<file path="config.mk">
export PLATFORM = sky130hd
export DESIGN_NAME = instr_fetch_flat
export DESIGN_NICKNAME = d
export VERILOG_FILES = /design/src/rtl/instr_fetch_if.sv /design/src/rtl/instr_fetch.sv /design/src/flat_wrapper.sv
export SDC_FILE = /design/constraint.sdc
export NUM_CORES = 1
export LEC_CHECK = 0
export BUFFER_PORTS_ARGS = -buffer_cell sky130_fd_sc_hd__buf_2
export CAP_MARGIN = 10
export CORE_ASPECT_RATIO = 0.7
export CORE_MARGIN = 2
export CORE_UTILIZATION = 50
export DETAILED_ROUTE_END_ITERATION = 12
export PLACE_DENSITY = 0.91
export SLEW_MARGIN = 20
export SYNTH_ARGS = -nofsm -noshare
export SYNTH_HDL_FRONTEND = slang
export SYNTH_SLANG_ARGS = --single-unit
</file>
<file path="constraint.sdc">
create_clock -name clk_i -period 2.5 [get_ports clk_i]
set_input_delay 0.5 -clock clk_i [delete_from_list [all_inputs] [get_ports clk_i]]
set_output_delay 0.5 -clock clk_i [all_outputs]
set_load 0.02 [all_outputs]
</file>
<file path="src/rtl/instr_fetch_if.sv">
// Fetch-stage signal bundle between the PC/IF-ID logic and the rest of the pipeline.
// With PC_ALIGN_CHECK_EN defined the bundle also carries the sticky misalign flag.
interface instr_fetch_if;
    logic        stall_i;
    logic        flush_i;
    logic        branch_i;
    logic [31:0] branch_target_i;
    logic        jump_i;
    logic [31:0] jump_target_i;
    logic [31:0] pc_addr_o;
    logic [31:0] instr_i;
    logic [31:0] ifid_instr_o;
    logic [31:0] ifid_pc4_o;
    logic        ifid_valid_o;
    logic        oob_o;
`ifdef PC_ALIGN_CHECK_EN
    logic        misalign_o;

    modport master (
        input  stall_i, flush_i, branch_i, branch_target_i,
        input  jump_i, jump_target_i, instr_i,
        output pc_addr_o, ifid_instr_o, ifid_pc4_o, ifid_valid_o, oob_o,
        output misalign_o
    );

    modport slave (
        output stall_i, flush_i, branch_i, branch_target_i,
        output jump_i, jump_target_i, instr_i,
        input  pc_addr_o, ifid_instr_o, ifid_pc4_o, ifid_valid_o, oob_o,
        input  misalign_o
    );
`else
    modport master (
        input  stall_i, flush_i, branch_i, branch_target_i,
        input  jump_i, jump_target_i, instr_i,
        output pc_addr_o, ifid_instr_o, ifid_pc4_o, ifid_valid_o, oob_o
    );

    modport slave (
        output stall_i, flush_i, branch_i, branch_target_i,
        output jump_i, jump_target_i, instr_i,
        input  pc_addr_o, ifid_instr_o, ifid_pc4_o, ifid_valid_o, oob_o
    );
`endif
endinterface

</file>
<file path="src/rtl/instr_fetch.sv">
// Instruction fetch stage: PC register, next-PC selection and the IF/ID pipeline register.
// Optional macro PC_ALIGN_CHECK_EN forces redirect targets word-aligned and raises a sticky misalign_o.
module instr_fetch #(
    parameter logic [31:0] PC_RESET   = 32'h0000_0000,
    parameter int          IMEM_WORDS = 32
) (
    input logic           clk_i,
    input logic           rst_i,
    instr_fetch_if.master bus
);

    localparam logic [32:0] OOB_LIMIT = 33'(4 * IMEM_WORDS);

    logic [31:0] pc_q;
    logic [31:0] pc_plus4;
    logic [31:0] pc_next;
    logic        redirect;
    logic [31:0] redirect_target;
    logic        oob;

    logic [31:0] ifid_instr_q;
    logic [31:0] ifid_pc4_q;
    logic        ifid_valid_q;

`ifdef PC_ALIGN_CHECK_EN
    logic        misalign_q;
    logic        target_misaligned;
`endif

    assign pc_plus4 = pc_q + 32'd4;
    assign oob      = ({1'b0, pc_q} >= OOB_LIMIT);

    // Redirects outrank stall so a resolved branch/jump is never lost behind a hazard.
    always_comb begin
        redirect        = bus.jump_i | bus.branch_i;
        redirect_target = bus.jump_i ? bus.jump_target_i : bus.branch_target_i;
`ifdef PC_ALIGN_CHECK_EN
        target_misaligned = redirect && (redirect_target[1:0] != 2'b00);
        redirect_target   = {redirect_target[31:2], 2'b00};
`endif
        if (redirect) begin
            pc_next = redirect_target;
        end else if (bus.stall_i) begin
            pc_next = pc_q;
        end else begin
            pc_next = pc_plus4;
        end
    end

    always_ff @(posedge clk_i or negedge rst_i) begin
        if (!rst_i) begin
            pc_q <= PC_RESET;
        end else begin
            pc_q <= pc_next;
        end
    end

    // Flush beats stall in IF/ID even though the PC may still be held by the stall.
    always_ff @(posedge clk_i or negedge rst_i) begin
        if (!rst_i) begin
            ifid_instr_q <= 32'd0;
            ifid_pc4_q   <= 32'd0;
            ifid_valid_q <= 1'b0;
        end else if (bus.flush_i) begin
            ifid_instr_q <= 32'd0;
            ifid_pc4_q   <= 32'd0;
            ifid_valid_q <= 1'b0;
        end else if (bus.stall_i) begin
            ifid_instr_q <= ifid_instr_q;
            ifid_pc4_q   <= ifid_pc4_q;
            ifid_valid_q <= ifid_valid_q;
        end else if (oob) begin
            ifid_instr_q <= 32'd0;
            ifid_pc4_q   <= pc_plus4;
            ifid_valid_q <= 1'b0;
        end else begin
            ifid_instr_q <= bus.instr_i;
            ifid_pc4_q   <= pc_plus4;
            ifid_valid_q <= 1'b1;
        end
    end

`ifdef PC_ALIGN_CHECK_EN
    always_ff @(posedge clk_i or negedge rst_i) begin
        if (!rst_i) begin
            misalign_q <= 1'b0;
        end else if (target_misaligned) begin
            misalign_q <= 1'b1;
        end
    end

    assign bus.misalign_o = misalign_q;
`endif

    assign bus.pc_addr_o    = pc_q;
    assign bus.oob_o        = oob;
    assign bus.ifid_instr_o = ifid_instr_q;
    assign bus.ifid_pc4_o   = ifid_pc4_q;
    assign bus.ifid_valid_o = ifid_valid_q;

endmodule

</file>
<file path="src/flat_wrapper.sv">
// flat-port wrapper written by rule: the top's interface ports become plain ports
module instr_fetch_flat 
#(
    parameter logic [31:0] PC_RESET   = 32'h0000_0000,
    parameter int          IMEM_WORDS = 32
)
  (clk_i, rst_i, bus_stall_i, bus_flush_i, bus_branch_i, bus_branch_target_i, bus_jump_i, bus_jump_target_i, bus_instr_i, bus_pc_addr_o, bus_ifid_instr_o, bus_ifid_pc4_o, bus_ifid_valid_o, bus_oob_o);
  instr_fetch_if bus_i ();
  input logic clk_i;
  input logic rst_i;
  input wire logic [$bits(bus_i.stall_i)-1:0] bus_stall_i;
  input wire logic [$bits(bus_i.flush_i)-1:0] bus_flush_i;
  input wire logic [$bits(bus_i.branch_i)-1:0] bus_branch_i;
  input wire logic [$bits(bus_i.branch_target_i)-1:0] bus_branch_target_i;
  input wire logic [$bits(bus_i.jump_i)-1:0] bus_jump_i;
  input wire logic [$bits(bus_i.jump_target_i)-1:0] bus_jump_target_i;
  input wire logic [$bits(bus_i.instr_i)-1:0] bus_instr_i;
  output wire logic [$bits(bus_i.pc_addr_o)-1:0] bus_pc_addr_o;
  output wire logic [$bits(bus_i.ifid_instr_o)-1:0] bus_ifid_instr_o;
  output wire logic [$bits(bus_i.ifid_pc4_o)-1:0] bus_ifid_pc4_o;
  output wire logic [$bits(bus_i.ifid_valid_o)-1:0] bus_ifid_valid_o;
  output wire logic [$bits(bus_i.oob_o)-1:0] bus_oob_o;
  assign bus_i.stall_i = bus_stall_i;
  assign bus_i.flush_i = bus_flush_i;
  assign bus_i.branch_i = bus_branch_i;
  assign bus_i.branch_target_i = bus_branch_target_i;
  assign bus_i.jump_i = bus_jump_i;
  assign bus_i.jump_target_i = bus_jump_target_i;
  assign bus_i.instr_i = bus_instr_i;
  assign bus_pc_addr_o = bus_i.pc_addr_o;
  assign bus_ifid_instr_o = bus_i.ifid_instr_o;
  assign bus_ifid_pc4_o = bus_i.ifid_pc4_o;
  assign bus_ifid_valid_o = bus_i.ifid_valid_o;
  assign bus_oob_o = bus_i.oob_o;
  instr_fetch #(.PC_RESET(PC_RESET), .IMEM_WORDS(IMEM_WORDS)) u_core (.clk_i(clk_i), .rst_i(rst_i), .bus(bus_i));
endmodule
</file>
==> results of run 1 <==
-- Yosys cell counts, types with 2 or more instances --
master     number
buf_1           8
a311oi_1       23
clkbuf_1       61
or3_1           8
buf_2           7
nand4_1        10
nand2b_1        2
nand3_1        13
nor4_1         26
ha_1            2
nand2_1        75
o21a_1          5
xor2_1          4
inv_1          17
or4b_2         31
a21oi_1        46
nor3b_1         3
dfrtp_1        97
o22a_1          5
nor2b_1         2
o31ai_1        15
a22oi_1         2
nor2_1         40
a22o_1          4
or2_2           3
o22ai_1        17
xnor2_1         9
and4_1          2
mux2i_1        25
and3_1          3
o21ai_0        30
or4_1          14
nor4_2          2
and2_1          3
o211ai_1       10
nor3_1         20
a211oi_1       21
a2bb2oi_1       3
-- cells by family after synthesis --
family	Yosys count	synth area share, %
AND/OR/NAND/NOR	258	24.67
AO/OA/AOI/OAI	187	21.09
flip-flops	97	41.15
buffers and inverters	94	6.300
multiplexers	26	4.434
XOR/XNOR	13	1.930
adder cells (fa/ha/maj)	2	0.4242
-- worst paths after layout --
path	cells after the start	slack, ns	from	endpoint
worst min-delay path	1	0.12	rst_i	u_core.bus.pc_addr_o[22]
min in group clk_i	3	0.36	bus_jump_target_i[0]	u_core.bus.pc_addr_o[0]
worst max register to register	6	0.07	u_core.bus.pc_addr_o[11]	u_core.bus.ifid_pc4_o[15]
worst min register to register	2	0.52	u_core.bus.ifid_pc4_o[2]	u_core.bus.ifid_pc4_o[2]
max in group asynchronous	2	1.66	rst_i	u_core.bus.ifid_instr_o[4]
worst max-delay path	5	0.06	u_core.bus.pc_addr_o[17]	bus_oob_o
-- power by group through the flow --
stage	logic (mW)	clock network, mW	registers [mW]
detailed placement	1.06	0	1.82
finish	1.12	1.73	1.80
global route	1.21	1.79	1.81
global placement	1.04	0	1.82
floorplan	0.492	0	1.92
CTS	1.08	1.73	1.79
-- metal layers --
| metal | vias to the layer above | GRT usage (%) |
|---|---|---|
| met5 | - | 0 |
| met3 | 53 | 9.018 |
| met1 | 3019 | 44.76 |
| li1 | 2923 | - |
| met4 | 0 | 11.08 |
| met2 | 419 | 43.68 |
-- stage by stage --
stage | total power [mW] | std cells
final | 4.652 | 1030
after global routing | 4.814 | 1030
after CTS | 4.597 | 1028
after detailed placement | 2.880 | 1007
after global placement | 2.857 | 1007
after floorplan | 2.416 | 677
-- what timing repair did --
item	CTS	global route
gates cloned	1	0
hold buffers	0	0
setup buffers	4	2
endpoints found under the setup margin	1	21
hold endpoints to repair	0	0
resized for setup	5	15
pin swaps	1	3
-- area by class of cell --
cell class	instances	area share, %
Inverter	17	0.8283
Sequential cell	97	31.59
Multi-Input combinational cell	486	40.93
Timing Repair Buffer	257	19.34
Tap cell	157	2.550
Clock inverter	6	1.787
Clock buffer	10	2.972
-- registers in the layout, indices dropped and copies added, names as in the netlist --
signal,count
u_core.bus.ifid_valid_o,1
u_core.bus.pc_addr_o,32
u_core.bus.ifid_instr_o,32
u_core.bus.ifid_pc4_o,32
==> impl_metrics.json, run 1 <==
{
  "status": "completed",
  "cts_tree": "built",
  "pwr-share-seq_pct": 38.7,
  "root_buffer": "clkbuf_16",
  "criticalPathCategory": "flop to output pin",
  "top_layer": "met4",
  "placed_cell_area_um2": 7206,
  "grt_setup_unrepaired": "yes",
  "worstMarginPinSlew_ns": 0.8503,
  "wire_per_inst_um": 19.40,
  "final_common_cell": "buf_2",
  "fin_nets": 972,
  "syn_to_final_growth_pct": 30.61,
  "grt_pass1_vias": 5743,
  "synthFlopType": "dfrtp_1",
  "hp-class": "input pin to asynchronous set/reset pin",
  "ir_drop_mv": 0.4609,
  "drive_above_1_share_pct": 36.88,
  "cp-start-kind": "flop",
  "htree_levels": 3,
  "grt_max_degree": 69,
  "final_cell_mix": "buf_2, dfrtp_1, nand2_1",
  "power_frac_comb_pct": 24.1,
  "firstDrtPassIters": 5,
  "design_area_um2": 7704,
  "grt_overflow": 0,
  "clk_pin_slew_ns": 0.08,
  "drv_slew": 0,
  "place_congestion": 1.000,
  "fmax_mhz": 409.6,
  "core_um2": 11600,
  "fp.dieH_um": 94.87,
  "skew_ns": 0.01441,
  "syn-num-nets": 781,
  "path_cells": "nor4_1 -> nand3_1 -> buf_8 -> or2_2 -> buf_4",
  "netlist_area_um2": 5898,
  "regArea_um2": 2434,
  "cpPeakStageDelay_ns": 0.44,
  "p_clk_share_pct": 37.1,
  "hold_slack_ns": 0.1248,
  "seq_area_frac_synth_pct": 41.15,
  "crit_fanout": 34,
  "p_per_area_nw_per_um2": 603.9,
  "clock_sinks": 97,
  "ys_types": 47,
  "fin_ws_ns": 0.05871,
  "met3WireLength_um": 2213,
  "critPathBufInv": 2,
  "setup_viol": 0,
  "arrival_ns": 1.94,
  "multi_input_area_um2": 3153,
  "diodes": 0,
  "placementRows": 33,
  "final_util_pct": 66.40,
  "num_vias": 6414,
  "critical_path.slowest_cell": "dfrtp_2",
  "cts_buffers": 9,
  "dp_hpwl_um": 14140,
  "vias_per_cell": 6.227,
  "num-fill-cells": 902,
  "drv_cap": 0,
  "grt_usage_pct": 30.87,
  "clk_latency_ns": 0.35,
  "netlist_top_cells_area": "dfrtp_1, or4b_2, nand2_1",
  "antenna_found_initial": 0,
  "cp-end-kind": "output pin",
  "p_int_mw": 3.196,
  "power.switching_mw": 1.456,
  "async_flop_share_pct": 100.0,
  "dieWidth_um": 133.8,
  "period_share_pct": 97.65,
  "die_area_um2": 12700,
  "ys.warnings.count": 0,
  "remaining_drc_errors": 0,
  "route.met2.wl_um": 8462,
  "avgSynthCellArea_um2": 8.712,
  "fin_crit_ns": 2.441,
  "hold_viol": 0,
  "ios": 200,
  "synth_top_area_share_pct": 41.15,
  "ant_nets": 0,
  "synth.ff_latch_count": 97,
  "pre_cts_slack_ns": 0.1266,
  "io_buffers": 199,
  "start_util_pct": 50.84,
  "synth_area_leader_cell": "dfrtp_1",
  "switching_share_pct": 31.29,
  "setup_tns_ns": 0,
  "wl_um": 19980,
  "worstPathRequired_ns": 2.00,
  "synth_edf_count": 0,
  "slew_headroom_pct": 43.32,
  "syn_inst": 677,
  "p_leak_nw": 3.479,
  "drt_iter0_markers": 754,
  "clk_path_buf_depth": 2,
  "wl_met1_um": 8742,
  "crit_family": "simple AND/OR/NAND/NOR gates",
  "grt_pass1_wl_um": 30550
}
No activity file was read; power rests on OpenSTA's default activity.
==> run 2: changes to the inputs <==
Settings changed: BUFFER_PORTS_ARGS -buffer_cell sky130_fd_sc_hd__buf_2 to default, CELL_PAD_IN_SITES_DETAIL_PLACEMENT from default to 1, CELL_PAD_IN_SITES_GLOBAL_PLACEMENT from default to 2, CORE_ASPECT_RATIO 0.7 to 1.4, CORE_UTILIZATION 50 to 37, DONT_BUFFER_PORTS from default to 1, PLACE_DENSITY 0.91 to 0.92.
==> impl_metrics.json, run 2 (same netlist as run 1, synthesis figures left out) <==
{
  "grt_pass1_wl_um": 33590,
  "cpPeakStageDelay_ns": 0.42,
  "setup_viol": 0,
  "start_util_pct": 37.79,
  "cts_buffers": 9,
  "fmax_mhz": 412.8,
  "crit_family": "simple AND/OR/NAND/NOR gates",
  "cts_tree": "built",
  "clk_path_buf_depth": 2,
  "grt_usage_pct": 24.96,
  "ir_drop_mv": 0.2595,
  "antenna_found_initial": 0,
  "dieWidth_um": 110.7,
  "final_cell_mix": "dfrtp_1, nand2_1, buf_4",
  "placed_cell_area_um2": 6193,
  "place_congestion": 0.8745,
  "drt_iter0_markers": 248,
  "hold_slack_ns": -0.1667,
  "fp.dieH_um": 153.4,
  "ant_nets": 0,
  "die_area_um2": 16980,
  "clk_pin_slew_ns": 0.07,
  "drv_cap": 0,
  "worstMarginPinSlew_ns": 0.6776,
  "r2r_cells": 7,
  "status": "finished with violations",
  "io_buffers": 0,
  "hold_viol": 97,
  "final_common_cell": "dfrtp_1",
  "p_clk_share_pct": 35.6,
  "pre_cts_slack_ns": 0.1049,
  "criticalPathCategory": "flop to output pin",
  "fin_ws_ns": 0.07770,
  "num_vias": 5589,
  "core_um2": 15610,
  "num-fill-cells": 1816,
  "skew_ns": 0.004577,
  "grt_pass1_vias": 6021,
  "grt_max_degree": 103,
  "htree_levels": 3,
  "clk_latency_ns": 0.35,
  "wire_per_inst_um": 24.89,
  "power_frac_comb_pct": 19.3,
  "design_area_um2": 6591,
  "drv_slew": 0,
  "wl_um": 21460,
  "switching_share_pct": 32.33,
  "dp_hpwl_um": 14920,
  "syn_to_final_growth_pct": 11.75,
  "regArea_um2": 2429,
  "hp-class": "input pin to asynchronous set/reset pin",
  "grt_setup_unrepaired": "no",
  "instances_no_fill": 862,
  "setup_tns_ns": 0,
  "fin_nets": 765,
  "critPathBufInv": 2,
  "period_share_pct": 96.89,
  "r2r_slack_ns": 0.11,
  "critical_path.slowest_cell": "dfrtp_1",
  "pwr-share-seq_pct": 45.1,
  "ios": 200,
  "final_util_pct": 42.23,
  "p_per_area_nw_per_um2": 624.0,
  "remaining_drc_errors": 0,
  "p_int_mw": 2.783,
  "p_leak_nw": 2.514,
  "power_mw": 4.113,
  "cp-end-kind": "output pin",
  "arrival_ns": 1.92,
  "placementRows": 54,
  "clock_sinks": 97,
  "power.switching_mw": 1.330,
  "crit_fanout": 7,
  "vias_per_cell": 6.484,
  "fin_crit_ns": 2.422,
  "drive_above_1_share_pct": 16.37,
  "diodes": 0,
  "path_depth": 5,
  "multi_input_area_um2": 3153,
  "grt_overflow": 0,
  "worstPathRequired_ns": 2.00,
  "violations": "negative hold slack",
  "root_buffer": "clkbuf_16",
  "path_cells": "buf_4 -> nor4_4 -> nand4_1 -> buf_6 -> or2_4",
  "cp-start-kind": "flop",
  "slew_headroom_pct": 54.66,
  "place_inst": 842,
  "firstDrtPassIters": 4
}
## run 2: power groups by stage
stage	combinational (mW)	sequential [mW]	clock, mW
2_1_floorplan	0.492	1.92	0
3_3_place_gp	0.729	1.87	0
3_5_place_dp	0.762	1.88	0
4_1_cts	0.770	1.85	1.49
5_1_grt	0.862	1.87	1.55
6_report	0.792	1.85	1.47
## run 2: cell type report
| cell class | instances | share of cell area (%) |
|---|---|---|
| tap | 196 | 3.721 |
| multi-input combinational | 486 | 47.84 |
| clock buffer | 10 | 3.626 |
| sequential | 97 | 36.85 |
| timing repair buffer | 50 | 5.998 |
| inverter | 17 | 0.9681 |
| clock inverter | 6 | 1.006 |
## run 2: path summary, 6_finish.rpt
check                                         endpoint                         from
max                                          bus_oob_o      u_core.bus.pc_addr_o[8]
min                           u_core.bus.pc_addr_o[21]                        rst_i
max reg2reg                u_core.bus.ifid_instr_o[21]      u_core.bus.pc_addr_o[8]
min reg2reg                u_core.bus.ifid_instr_o[23]  u_core.bus.ifid_instr_o[23]
max in group asynchronous    u_core.bus.ifid_pc4_o[16]                        rst_i
min in group clk_i           u_core.bus.ifid_pc4_o[29]                  bus_flush_i
## run 2: routing by layer
metal | GRT usage [%] | part of all wire [%] | vias to the layer above | wire length, um
li1 | - | - | 2501 | -
met1 | 27.92 | 37 | 2801 | 7928
met2 | 43.88 | 52 | 235 | 11110
met3 | 6.701 | 7.6 | 52 | 1624
met4 | 11.96 | 3.7 | 0 | 794
met5 | 0 | 0 | - | 0
## run 2: what timing repair did
item / 4_1_cts / 5_1_grt
pin swaps: 1 / 1
cloned: 1 / 0
hold endpoints to repair: 97 / 97
buffers inserted: 2 / 2
endpoints found under the setup margin: 1 / 21
gates resized for setup: 5 / 6
==> run 3: changes to the inputs <==
Settings changed: ABC_AREA from default to 1, CAP_MARGIN 10 to 20, CORE_UTILIZATION 37 to 34, PLACE_DENSITY 0.92 to 0.82.
==> impl_metrics.json, run 3 <==
{
  "cp-end-kind": "output pin",
  "path_cells": "inv_1 -> nand4_1 -> nor2_1 -> nand2_1 -> nor3_4 -> inv_1 -> buf_4",
  "skew_ns": 0.01141,
  "drt_iter0_markers": 215,
  "cts_buffers": 9,
  "switching_share_pct": 31.60,
  "final_cell_mix": "nand2_1, dfrtp_1, nand3_1",
  "setup_tns_ns": 0,
  "clk_latency_ns": 0.35,
  "p_int_mw": 2.773,
  "syn_to_final_growth_pct": 13.80,
  "multi_input_area_um2": 2427,
  "antenna_found_initial": 0,
  "synth_area_leader_cell": "dfrtp_1",
  "grt_usage_pct": 22.62,
  "diodes": 0,
  "cpPeakStageDelay_ns": 0.51,
  "period_share_pct": 91.22,
  "synth.ff_latch_count": 97,
  "core_um2": 14990,
  "io_buffers": 0,
  "drive_above_1_share_pct": 11.80,
  "netlist_area_um2": 5176,
  "root_buffer": "clkbuf_16",
  "synth_edf_count": 0,
  "synth_top_area_share_pct": 46.89,
  "regArea_um2": 2427,
  "final_common_cell": "nand2_1",
  "wl_um": 18390,
  "fmax_mhz": 438.5,
  "criticalPathCategory": "flop to output pin",
  "ir_drop_mv": 0.3352,
  "vias_per_cell": 5.324,
  "setup_viol": 0,
  "wire_per_inst_um": 20.73,
  "avgSynthCellArea_um2": 7.646,
  "hp-class": "input pin to asynchronous set/reset pin",
  "p_clk_share_pct": 38.9,
  "cts.repair.resized": 0,
  "arrival_ns": 1.78,
  "num-fill-cells": 1827,
  "worstPathRequired_ns": 2.00,
  "cts_setup_buffers": 0,
  "hold_slack_ns": -0.1641,
  "placementRows": 53,
  "violations": "negative hold slack",
  "cp-start-kind": "flop",
  "fp.dieH_um": 150.0,
  "cpMostUsedCell": "inv_1",
  "ios": 200,
  "dieWidth_um": 108.3,
  "htree_levels": 3,
  "ant_nets": 0,
  "grt_max_degree": 98,
  "ys_types": 33,
  "status": "finished with violations",
  "fin_nets": 794,
  "start_util_pct": 34.54,
  "clk_pin_slew_ns": 0.08,
  "drv_slew": 0,
  "yosys-top-cells-count": "nand2_1, dfrtp_1, nand3_1",
  "num_vias": 4722,
  "slew_headroom_pct": 50.48,
  "critical_path.slowest_cell": "dfrtp_1",
  "syn_inst": 677,
  "fin_crit_ns": 2.281,
  "syn-num-nets": 781,
  "die_area_um2": 16240,
  "clk_path_buf_depth": 2,
  "worstMarginPinSlew_ns": 0.7429,
  "p_per_area_nw_per_um2": 688.3,
  "drv_cap": 0,
  "pwr-share-seq_pct": 45.2,
  "p_leak_nw": 2.804,
  "grt_overflow": 0,
  "remaining_drc_errors": 0,
  "power.switching_mw": 1.281,
  "power_frac_comb_pct": 15.9,
  "async_flop_share_pct": 100.0,
  "clock_sinks": 97,
  "synthFlopType": "dfrtp_1",
  "final_util_pct": 39.31,
  "placed_cell_area_um2": 5553,
  "netlist_top_cells_area": "dfrtp_1, nand2_1, nand3_1",
  "dp_hpwl_um": 14040,
  "firstDrtPassIters": 4,
  "design_area_um2": 5891,
  "hold_viol": 97,
  "seq_area_frac_synth_pct": 46.89,
  "grt_pass1_wl_um": 27530,
  "grt_setup_unrepaired": "no",
  "cts_tree": "built",
  "grt_pass1_vias": 5014,
  "ys.warnings.count": 0,
  "crit_fanout": 5,
  "place_congestion": 0.8491,
  "synth.most_common_cell": "nand2_1"
}
## run 3: cell count changes in the layout (fill, tap and decap cells not counted), sizes merged, moves of 21 or more
| cell | previous run | this run |
|---|---|---|
| nor4 | 28 | 0 |
| mux2i | 25 | 0 |
| nand3 | 13 | 73 |
| a21oi | 46 | 17 |
| a311oi | 23 | 0 |
| a211oi | 21 | 0 |
| or4b | 31 | 0 |
| nand2 | 75 | 255 |
| inv | 17 | 45 |
| nor2 | 40 | 79 |
## run 3: power by group through the flow
stage	clock, mW	sequential, mW	combinational (mW)
floorplan	0	1.92	0.336
global placement	0	1.86	0.636
detailed placement	0	1.86	0.651
CTS	1.60	1.83	0.655
global route	1.65	1.85	0.713
finish	1.58	1.83	0.646
## run 3: final timing paths
check	start	endpoint	slack [ns]	cells after the start
max in group asynchronous	rst_i	u_core.bus.pc_addr_o[16]	2.52	0
min reg2reg	u_core.bus.pc_addr_o[17]	u_core.bus.pc_addr_o[17]	0.59	2
max	u_core.bus.pc_addr_o[18]	bus_oob_o	0.22	7
max reg2reg	u_core.bus.pc_addr_o[18]	u_core.bus.ifid_instr_o[17]	0.61	8
min	rst_i	u_core.bus.ifid_pc4_o[27]	-0.16	0
min in group clk_i	bus_instr_i[20]	u_core.bus.ifid_instr_o[20]	0.27	2
## run 3: stage by stage
stage / setup WS, ns / instances / power [mW]
finish: 0.2195 / 887 / 4.055
floorplan: 0.6058 / 677 / 2.259
detailed placement: 0.5759 / 871 / 2.514
global route: 0.1432 / 887 / 4.213
global placement: 0.5724 / 871 / 2.495
CTS: 0.1914 / 887 / 4.084
## run 3: cells by family (layout without fill, tap and decap cells)
kind of cell | count (synthesis) | after routing | share of synthesized area [%]
buf+inv | 76 | 94 | 6.502
xor+xnor | 5 | 5 | 0.8460
flops | 97 | 97 | 46.89
fa+ha+maj | 2 | 2 | 0.4834
compound gates | 81 | 81 | 10.83
simple gates | 416 | 416 | 34.45
## run 3: metal layers
layer,vias to the layer above,part of all wire (%),track usage [%]
met5,-,0,0
met4,0,2.0,6.538
met3,17,7.1,5.314
met2,167,52,41.79
met1,2294,39,25.59
li1,2244,-,-
## run 3: area by class of cell
class	instances	share of cell area (%)
Sequential cell	97	41.21
Multi-Input combinational cell	504	41.21
Timing Repair Buffer	34	4.970
Tap cell	192	4.078
Clock buffer	9	3.823
Inverter	44	2.804
Clock inverter	7	1.912
## run 3: worst max-delay path: cells and delay by family, from the launching register on
| family | cells | cell delay, ns |
|---|---|---|
| flops | 1 | 0.51 |
| buf+inv | 3 | 0.42 |
| simple gates | 4 | 0.50 |
